File: config.mk
export PLATFORM = sky130hd
export DESIGN_NAME = xadc_drp_scheduler
export DESIGN_NICKNAME = d
export VERILOG_FILES = /design/src/rtl/xadc_drp_scheduler.sv
export SDC_FILE = /design/constraint.sdc
export NUM_CORES = 1
export LEC_CHECK = 0
export BUFFER_PORTS_ARGS = -buffer_cell sky130_fd_sc_hd__buf_4
export CAP_MARGIN = 20
export CORE_UTILIZATION = 25
export DETAILED_ROUTE_END_ITERATION = 10
export GPL_TIMING_DRIVEN = 0
export HOLD_SLACK_MARGIN = 0.02
export MAX_ROUTING_LAYER = met4
export PLACE_DENSITY_LB_ADDON = 0.25
export SLEW_MARGIN = 20
export SYNTH_ARGS = -nofsm -noshare
export SYNTH_HDL_FRONTEND = slang
export SYNTH_SLANG_ARGS = --single-unit
File: constraint.sdc
create_clock -name i_clk -period 5 [get_ports i_clk]
set_input_delay 0.75 -clock i_clk [delete_from_list [all_inputs] [get_ports i_clk]]
set_output_delay 0.75 -clock i_clk [all_outputs]
set_load 0.01 [all_outputs]
File: src/rtl/xadc_drp_scheduler.sv
// Round-robin DRP read sequencer for XADC aux channels: one read per end-of-conversion
// over the enabled channels, capturing the 12-bit result per channel and flagging DRP timeouts.
module xadc_drp_scheduler #(
  parameter int                NCH      = 4,
  parameter logic [NCH*7-1:0]  CH_ADDRS = {7'h16, 7'h1F, 7'h17, 7'h1E},
  parameter int                TIMEOUT  = 64
) (
  input  logic              i_clk,
  input  logic              i_rst,
  input  logic [NCH-1:0]    i_ch_en,
  input  logic              i_eoc,
  output logic              o_drp_den,
  output logic [6:0]        o_drp_daddr,
  output logic              o_drp_dwe,
  input  logic              i_drp_drdy,
  input  logic [15:0]       i_drp_do,
  output logic [NCH*12-1:0] o_result,
  output logic [NCH-1:0]    o_result_valid,
  output logic              o_sample_stb,
  output logic [2:0]        o_sample_ch,
  output logic              o_timeout_err
);
  localparam int PW = (NCH > 1) ? $clog2(NCH) : 1;
  localparam int TW = $clog2(TIMEOUT) + 1;

  typedef enum logic [1:0] {IDLE, ISSUE, WAIT} state_t;

  state_t                r_state, w_next;
  logic [2:0]            r_ptr, r_sel, w_sel, w_ptr_nxt;
  logic [TW-1:0]         r_timer;
  logic [6:0]            r_daddr;
  logic [NCH-1:0][11:0]  r_result;
  logic [NCH-1:0]        r_valid;
  logic                  r_stb, r_tout;
  logic [2:0]            r_sample_ch;
  logic                  w_start, w_done, w_tout, w_found;

  // First enabled channel at or after the round-robin pointer, wrapping.
  always_comb begin
    w_sel   = '0;
    w_found = 1'b0;
    for (int k = 0; k < NCH; k++) begin
      if (!w_found && i_ch_en[PW'((int'(r_ptr) + k) % NCH)]) begin
        w_sel   = 3'((int'(r_ptr) + k) % NCH);
        w_found = 1'b1;
      end
    end
  end

  assign w_ptr_nxt = (r_sel == 3'(NCH - 1)) ? 3'd0 : r_sel + 3'd1;

  always_ff @(posedge i_clk) begin
    if (i_rst) r_state <= IDLE;
    else       r_state <= w_next;
  end

  always_comb begin
    w_next  = r_state;
    w_start = 1'b0;
    w_done  = 1'b0;
    w_tout  = 1'b0;
    case (r_state)
      IDLE: if (i_eoc && |i_ch_en) begin
        w_start = 1'b1;
        w_next  = ISSUE;
      end
      ISSUE: w_next = WAIT;
      WAIT: begin
        if (i_drp_drdy) begin
          w_done = 1'b1;
          w_next = IDLE;
        end else if (r_timer == TW'(TIMEOUT - 1)) begin
          w_tout = 1'b1;
          w_next = IDLE;
        end
      end
      default: w_next = IDLE;
    endcase
  end

  always_ff @(posedge i_clk) begin
    if (i_rst) begin
      r_ptr       <= '0;
      r_sel       <= '0;
      r_timer     <= '0;
      r_daddr     <= '0;
      r_result    <= '0;
      r_valid     <= '0;
      r_stb       <= 1'b0;
      r_tout      <= 1'b0;
      r_sample_ch <= '0;
    end else begin
      r_stb  <= 1'b0;
      r_tout <= 1'b0;
      if (w_start) begin
        r_sel   <= w_sel;
        r_daddr <= CH_ADDRS[7*int'(w_sel) +: 7];
      end
      if (r_state == ISSUE)     r_timer <= '0;
      else if (r_state == WAIT) r_timer <= r_timer + 1'b1;
      if (w_done || w_tout) r_ptr <= w_ptr_nxt;
      // A read that completes for a channel disabled meanwhile is dropped silently.
      if (w_done && i_ch_en[PW'(r_sel)]) begin
        r_result[PW'(r_sel)] <= i_drp_do[15:4];
        r_valid[PW'(r_sel)]  <= 1'b1;
        r_stb                <= 1'b1;
        r_sample_ch          <= r_sel;
      end
      if (w_tout) begin
        r_tout      <= 1'b1;
        r_sample_ch <= r_sel;
      end
      for (int i = 0; i < NCH; i++) begin
        if (!i_ch_en[i]) begin
          r_result[i] <= '0;
          r_valid[i]  <= 1'b0;
        end
      end
    end
  end

  assign o_drp_den      = (r_state == ISSUE);
  assign o_drp_daddr    = r_daddr;
  assign o_drp_dwe      = 1'b0;
  assign o_result       = r_result;
  assign o_result_valid = r_valid;
  assign o_sample_stb   = r_stb;
  assign o_sample_ch    = r_sample_ch;
  assign o_timeout_err  = r_tout;
endmodule

==> reports/qor.yml, run 1 <==
floorplanning:
  floorplan_core_area_sq_um: 11400
  initial_core_util_pct: 25.6
  io-pin-count: 90
  row_count: 39
  die_width_um: 110
  die_area_sq_um: 12100
  floorplan.die.height_um: 110
clock_tree:
  tritoncts: "built"
  numCtsBuffers: 9
  clock_latency_ns: 0.34
  clock_tree.buffer_depth: 2
  clock-root-buffer: "sky130_fd_sc_hd__clkbuf_16"
  cts_setup_buffers: 0
  cts_repair_resize_count: 0
  cts_hold_buffers: 0
  h-tree-depth: 3
  clkSlewWorstSetupHoldPaths_ns: 0.06
  clock_sink_count: 72
pwr:
  ir_worst_vdd_v: 0.000193
  power_frac_clock_pct: 51.3
  power_frac_comb_pct: 5.9
  power.density_cell_area_nw_per_um2: 340
  netSwitchingPower_uw: 313
  netSwitchingFraction_pct: 22.9
  power_report.internal_total_mw: 1.06
  leakagePower_nw: 1.59
  sequential_power_share_pct: 42.7
critical_path:
  crit_path_max_fanout: 6
  timing.critical_path.slowest_stage_cell: "sky130_fd_sc_hd__dfxtp_1"
  rr_worst_depth: 5
  cp_data_required_time_ns: 4.25
  worst_setup_path_start_kind: "register"
  timing.critical_path.arrival_ns: 1.13
  cp_num_buf_inv: 2
  cpPeakStageDelay_ns: 0.44
  path_delay_family: "flip-flops"
  worstPathCellList: "nand2b_1 > inv_1 > buf_4"
  critPathCaptureType: "primary output"
  critical_path_class: "register to primary output"
  path_depth: 3
cells_and_area:
  n_antenna_cell: 0
  final_cells: 590
  area_delta_synth_final_pct: 38.8
  layout-drive-gt1-share_pct: 27.3
  finish.net_count: 471
global_route:
  largest_net_degree_at_the_start_of_global_routing: 15
  grt_pass1_wl_um: 12000
  grt.total_usage_pct: 13.8
  gr-usage-met3_pct: 3.91
  met2_usage_pct: 20.8
  residual_overflow_from_global_routing: 0
  grt_pass1_vias: 2358
  grt.met1_usage_pct: 17.1
  antenna_violations_before_repair: 0
  globalRoute.busiestLayer: "met2"
yosys:
  post_synth_main_area_contributors: "sky130_fd_sc_hd__dfxtp_1, sky130_fd_sc_hd__nand2_1, sky130_fd_sc_hd__a21oi_1"
  most_numerous_cell_types_in_the_synthesized_netlist: "sky130_fd_sc_hd__nand2_1, sky130_fd_sc_hd__dfxtp_1, sky130_fd_sc_hd__a21oi_1"
  synth.cell_area_sq_um: 2910
  synth.lib_cells_used.distinct: 41
  synthesis_stage_register_bit_count: 72
  synth_most_common_cell: "sky130_fd_sc_hd__nand2_1"
  synth_enable_flop_cells: 0
  yosys.area.top_type_share_pct: 49.6
  synth_cells: 347
  yosysWarnings: 0
  post-synth-top-area-cell: "sky130_fd_sc_hd__dfxtp_1"
  async_flop_share_pct: 0
  ys_dominant_reg_cell: "sky130_fd_sc_hd__dfxtp_1"
  syn_area_per_cell_sq_um: 8.37
  synth-seq-area-share_pct: 49.6
routing:
  via_per_inst: 4.46
  drtIter0Drc: 122
  routed_wl_um: 7750
  number_of_drc_violations_after_detailed_routing: 0
  antenna_violating_nets_post_route: 0
  drt_pre_antenna_iters: 4
  wl_per_cell_um: 13.1
  vias: 2629
sta:
  maxSlewViolCount: 0
  finalHoldViolations: 0
  finalCritPeriodShare_pct: 37.7
  period_minus_slack_ns: 1.88
  number_of_setup_violations_in_the_final_report: 0
  top_achievable_clock_speed_ghz: 0.531
  worst_hold_slack_ns: 0.457
  totalNegativeSetupSlack_ns: 0
  final.setup_skew_ns: 0.00406
  worst_slack_ns: 3.12
  rsz_0062_raised_after_global_routing: "no"
placed_design:
  place.port_buffers: 81
  dp_hpwl_um: 5750
  place_worst_setup_slack_ns: 2.82
  placed_cells_incl_taps: 574
  gp_congestion: 0.801
hold_path:
  hold_path_class: "register to register"
  hold_depth: 2
run:
  timing.max_cap.violations: 0
outcome:
  outcome: "complete, no violations"
## state kept, by name, indices dropped and copies added, names as in the netlist
signal	cells
r_sel	2
o_drp_daddr	3
o_timeout_err	1
o_result_valid	4
r_ptr	2
o_result	48
o_sample_stb	1
o_sample_ch	2
r_timer	7
r_state	2
## layout make-up
type                            instances  area (sq um)
Fill cell                            1192          7340
Clock buffer                            9           225
Sequential cell                        72          1440
Tap cell                              143           179
Timing Repair Buffer                   81           608
Clock inverter                          7           103
Multi-Input combinational cell        251          1320
Inverter                                6          22.5
Buffer                                 21           133
## layer usage
metal / up-vias / wire length, um
met5: - / 0
met4: 0 / 130
met3: 10 / 570
met2: 84 / 3510
met1: 1198 / 3540
li1: 1337 / -
## cell usage in the layout, fill, tap and decap left out, drive strengths merged, types with 2 or more instances in the layout
cell,instances
nand3,7
or4,2
nand2,108
nor2b,2
nor2,19
o21ai,4
a21oi,57
xor2,5
and2,4
dfxtp,72
conb,4
or2b,2
nand2b,4
nand4,3
and3,5
clkbuf,15
buf,96
bufinv,2
ha,5
inv,9
nor4,2
## through the flow
| step | cell area (sq um) | util, % | power, mW |
|---|---|---|---|
| after floorplan | 2920 | - | 0.640 |
| after global placement | 3700 | 32.6 | 0.680 |
| after detailed placement | 3700 | 32.6 | 0.681 |
| after CTS | 4030 | 35.5 | 1.39 |
| after global routing | 4030 | 35.5 | 1.42 |
| final | 4030 | 35.5 | 1.37 |
## final timing paths
check | startpoint | endpoint | slack [ns]
worst max-delay path | r_state[1] | o_drp_den | 3.12
worst min-delay path | o_result[46] | o_result[46] | 0.46
worst max register to register | r_sel[0] | o_result[29] | 3.17
worst min register to register | o_result[46] | o_result[46] | 0.46
## tightest hold or removal path, stage by stage (launching register included)
cell and delay (ns):
sky130_fd_sc_hd__dfxtp_1 0.31, sky130_fd_sc_hd__nand2_1 0.05, sky130_fd_sc_hd__a21oi_1 0.05
## power groups by stage
| stage | clock network (mW) | logic [mW] | registers (mW) |
|---|---|---|---|
| 6_report | 0.704 | 0.0813 | 0.586 |
| 5_1_grt | 0.748 | 0.0893 | 0.586 |
| 3_3_place_gp | 0 | 0.0817 | 0.599 |
| 4_1_cts | 0.724 | 0.0826 | 0.586 |
| 2_1_floorplan | 0 | 0.0419 | 0.598 |
| 3_5_place_dp | 0 | 0.0822 | 0.599 |
## kinds of logic (layout without fill, tap and decap cells)
logic type,Yosys count,after routing,synth area share [%]
AO/OA/AOI/OAI,68,68,12.7
XOR/XNOR,6,6,1.81
adder cells (fa/ha/maj),5,5,2.15
buffers and inverters,27,124,5.34
flip-flops,72,72,49.6
multiplexers,2,2,1.12
other,1,4,0.129
AND/OR/NAND/NOR,166,166,27.1
Power figures use the tool's default switching activity.
==> run 2, diff against run 1 <==
==> constraint.sdc (replaced) <==
create_clock -name i_clk -period 1.6 [get_ports i_clk]
set_input_delay 0.24 -clock i_clk [delete_from_list [all_inputs] [get_ports i_clk]]
set_output_delay 0.24 -clock i_clk [all_outputs]
set_load 0.01 [all_outputs]
==> reports/qor.yml, run 2 (same netlist as run 1, synthesis figures left out) <==
placed_design:
  placed_cells_incl_taps: 574
  place.port_buffers: 81
  gp_congestion: 0.784
  dp_hpwl_um: 5890
clock_tree:
  clkSlewWorstSetupHoldPaths_ns: 0.06
  clock_sink_count: 72
  h-tree-depth: 3
  clock_tree.buffer_depth: 2
  tritoncts: "built"
  clock_latency_ns: 0.33
  cts_hold_buffers: 0
  numCtsBuffers: 9
  clock-root-buffer: "sky130_fd_sc_hd__clkbuf_16"
global_route:
  residual_overflow_from_global_routing: 0
  antenna_violations_before_repair: 0
  largest_net_degree_at_the_start_of_global_routing: 14
  grt_pass1_wl_um: 12700
  grt.total_usage_pct: 14.4
  grt_pass1_vias: 2514
hold_path:
  min_from: "i_rst"
  hold_path_class: "input pin to register"
critical_path:
  crit-reg2reg-launch: "r_sel[0]"
  path_delay_family: "multiplexers"
  path_depth: 5
  worstReg2RegEnd: "o_result[4]"
  cp_num_buf_inv: 1
  cp_data_required_time_ns: 1.79
  timing.critical_path.slowest_stage_cell: "sky130_fd_sc_hd__mux4_2"
  rr_worst_depth: 5
  critical_path_class: "register to register"
  timing.critical_path.arrival_ns: 1.78
  cpPeakStageDelay_ns: 0.58
  crit_path_max_fanout: 5
  worst_setup_path_startpoint: "r_sel[0]"
  critPathCaptureType: "register"
  worstPathCellList: "mux4_2 > and3_4 > clkbuf_16 > nand2_2 > a21oi_2"
  worst_setup_path_start_kind: "register"
  worst-r2r-setup-slack_ns: 0.006
  worstSetupEndpoint: "o_result[4]"
sta:
  number_of_setup_violations_in_the_final_report: 0
  finalCritPeriodShare_pct: 99.6
  max-slew-margin-rel_pct: 57.6
  totalNegativeSetupSlack_ns: 0
  maxSlewViolCount: 0
  worst_hold_slack_ns: 0.168
  final.setup_skew_ns: 0.00455
  finalHoldViolations: 0
  top_achievable_clock_speed_ghz: 0.627
  rsz_0062_raised_after_global_routing: "yes"
  least_margin_pin_slew_ns: 0.636
  period_minus_slack_ns: 1.59
routing:
  antenna_violating_nets_post_route: 0
  routed_wl_um: 8790
  number_of_drc_violations_after_detailed_routing: 0
  drt_pre_antenna_iters: 4
  vias: 2749
  via_per_inst: 4.54
  wl_per_cell_um: 14.5
  drtIter0Drc: 88
floorplanning:
  floorplan_core_area_sq_um: 11400
  die_area_sq_um: 12100
  row_count: 39
  io-pin-count: 90
  initial_core_util_pct: 25.6
  die_width_um: 110
  floorplan.die.height_um: 110
cells_and_area:
  layout.cells.most_common: "sky130_fd_sc_hd__buf_4"
  largest_register_ffs: 48
  layout_common_cells: "sky130_fd_sc_hd__buf_4, sky130_fd_sc_hd__nand2_1, sky130_fd_sc_hd__dfxtp_1, sky130_fd_sc_hd__a21oi_1, sky130_fd_sc_hd__a21oi_2"
  n_antenna_cell: 0
  post-route-util_pct: 39.4
  layout-drive-gt1-share_pct: 41.6
  finish.net_count: 486
  final_cells: 605
  area_delta_synth_final_pct: 54.3
run:
  timing.max_cap.violations: 0
pwr:
  finalPower_mw: 4.15
  ir_worst_vdd_v: 0.000563
  leakagePower_nw: 1.75
  power.density_cell_area_nw_per_um2: 925
outcome:
  outcome: "complete, no violations"
[run 2: worst reg2reg max path, delay by kind of cell (launching register included)]
family / cells / cell delay [ns]
DFF: 1 / 0.38
muxes: 1 / 0.58
AOI/OAI and AO/OA: 1 / 0.05
and+or+nand+nor: 2 / 0.29
buffers and inverters: 1 / 0.17
[run 2: layer usage]
metal	vias to the layer above	global-route usage, %	routed length [um]
li1	1376	-	-
met1	1287	16.8	3930
met2	78	24.8	4370
met3	8	2.85	420
met4	0	4.86	70
met5	-	-	0
[run 2: worst min path at each step]
stage | to | slack [ns] | cells after the start
final | o_timeout_err | 0.17 | 3
after global routing | o_timeout_err | 0.17 | 3
after CTS | o_timeout_err | 0.16 | 3
after detailed placement | o_result[40] | 0.45 | 2
after global placement | o_result[40] | 0.44 | 2
after floorplan | o_result[0] | 0.38 | 2
[run 2: cell type report]
type	instances	area, sq um
fillers	1155	6890
multi-input cells	252	1570
flip-flops and latches	72	1450
repair buffers	96	795
clock buffers	10	229
well taps	143	179
plain buffers	20	169
clock inverters	6	68.8
inverters	6	22.5
[run 2: per-stage QoR]
| stage | setup slack, ns | area (sq um) |
|---|---|---|
| after detailed placement | -0.173 | 3700 |
| after CTS | 0.00134 | 4070 |
| after global routing | -0.0572 | 4480 |
| after floorplan | 0.00971 | 2920 |
| final | 0.00602 | 4480 |
| after global placement | -0.144 | 3700 |
[run 2: where the power goes]
part	total [mW]	switching, mW	internal [mW]
Clock	2.01	0.794	1.22
Sequential	1.83	0.0212	1.81
Combinational	0.308	0.173	0.134
Total	4.15	0.988	3.16
[run 2: timing repair]
action	in CTS	in global routing
buffers inserted	5	5
setup endpoints to repair	48	44
gates cloned	1	5
pin swaps	4	35
resized for setup	4	80
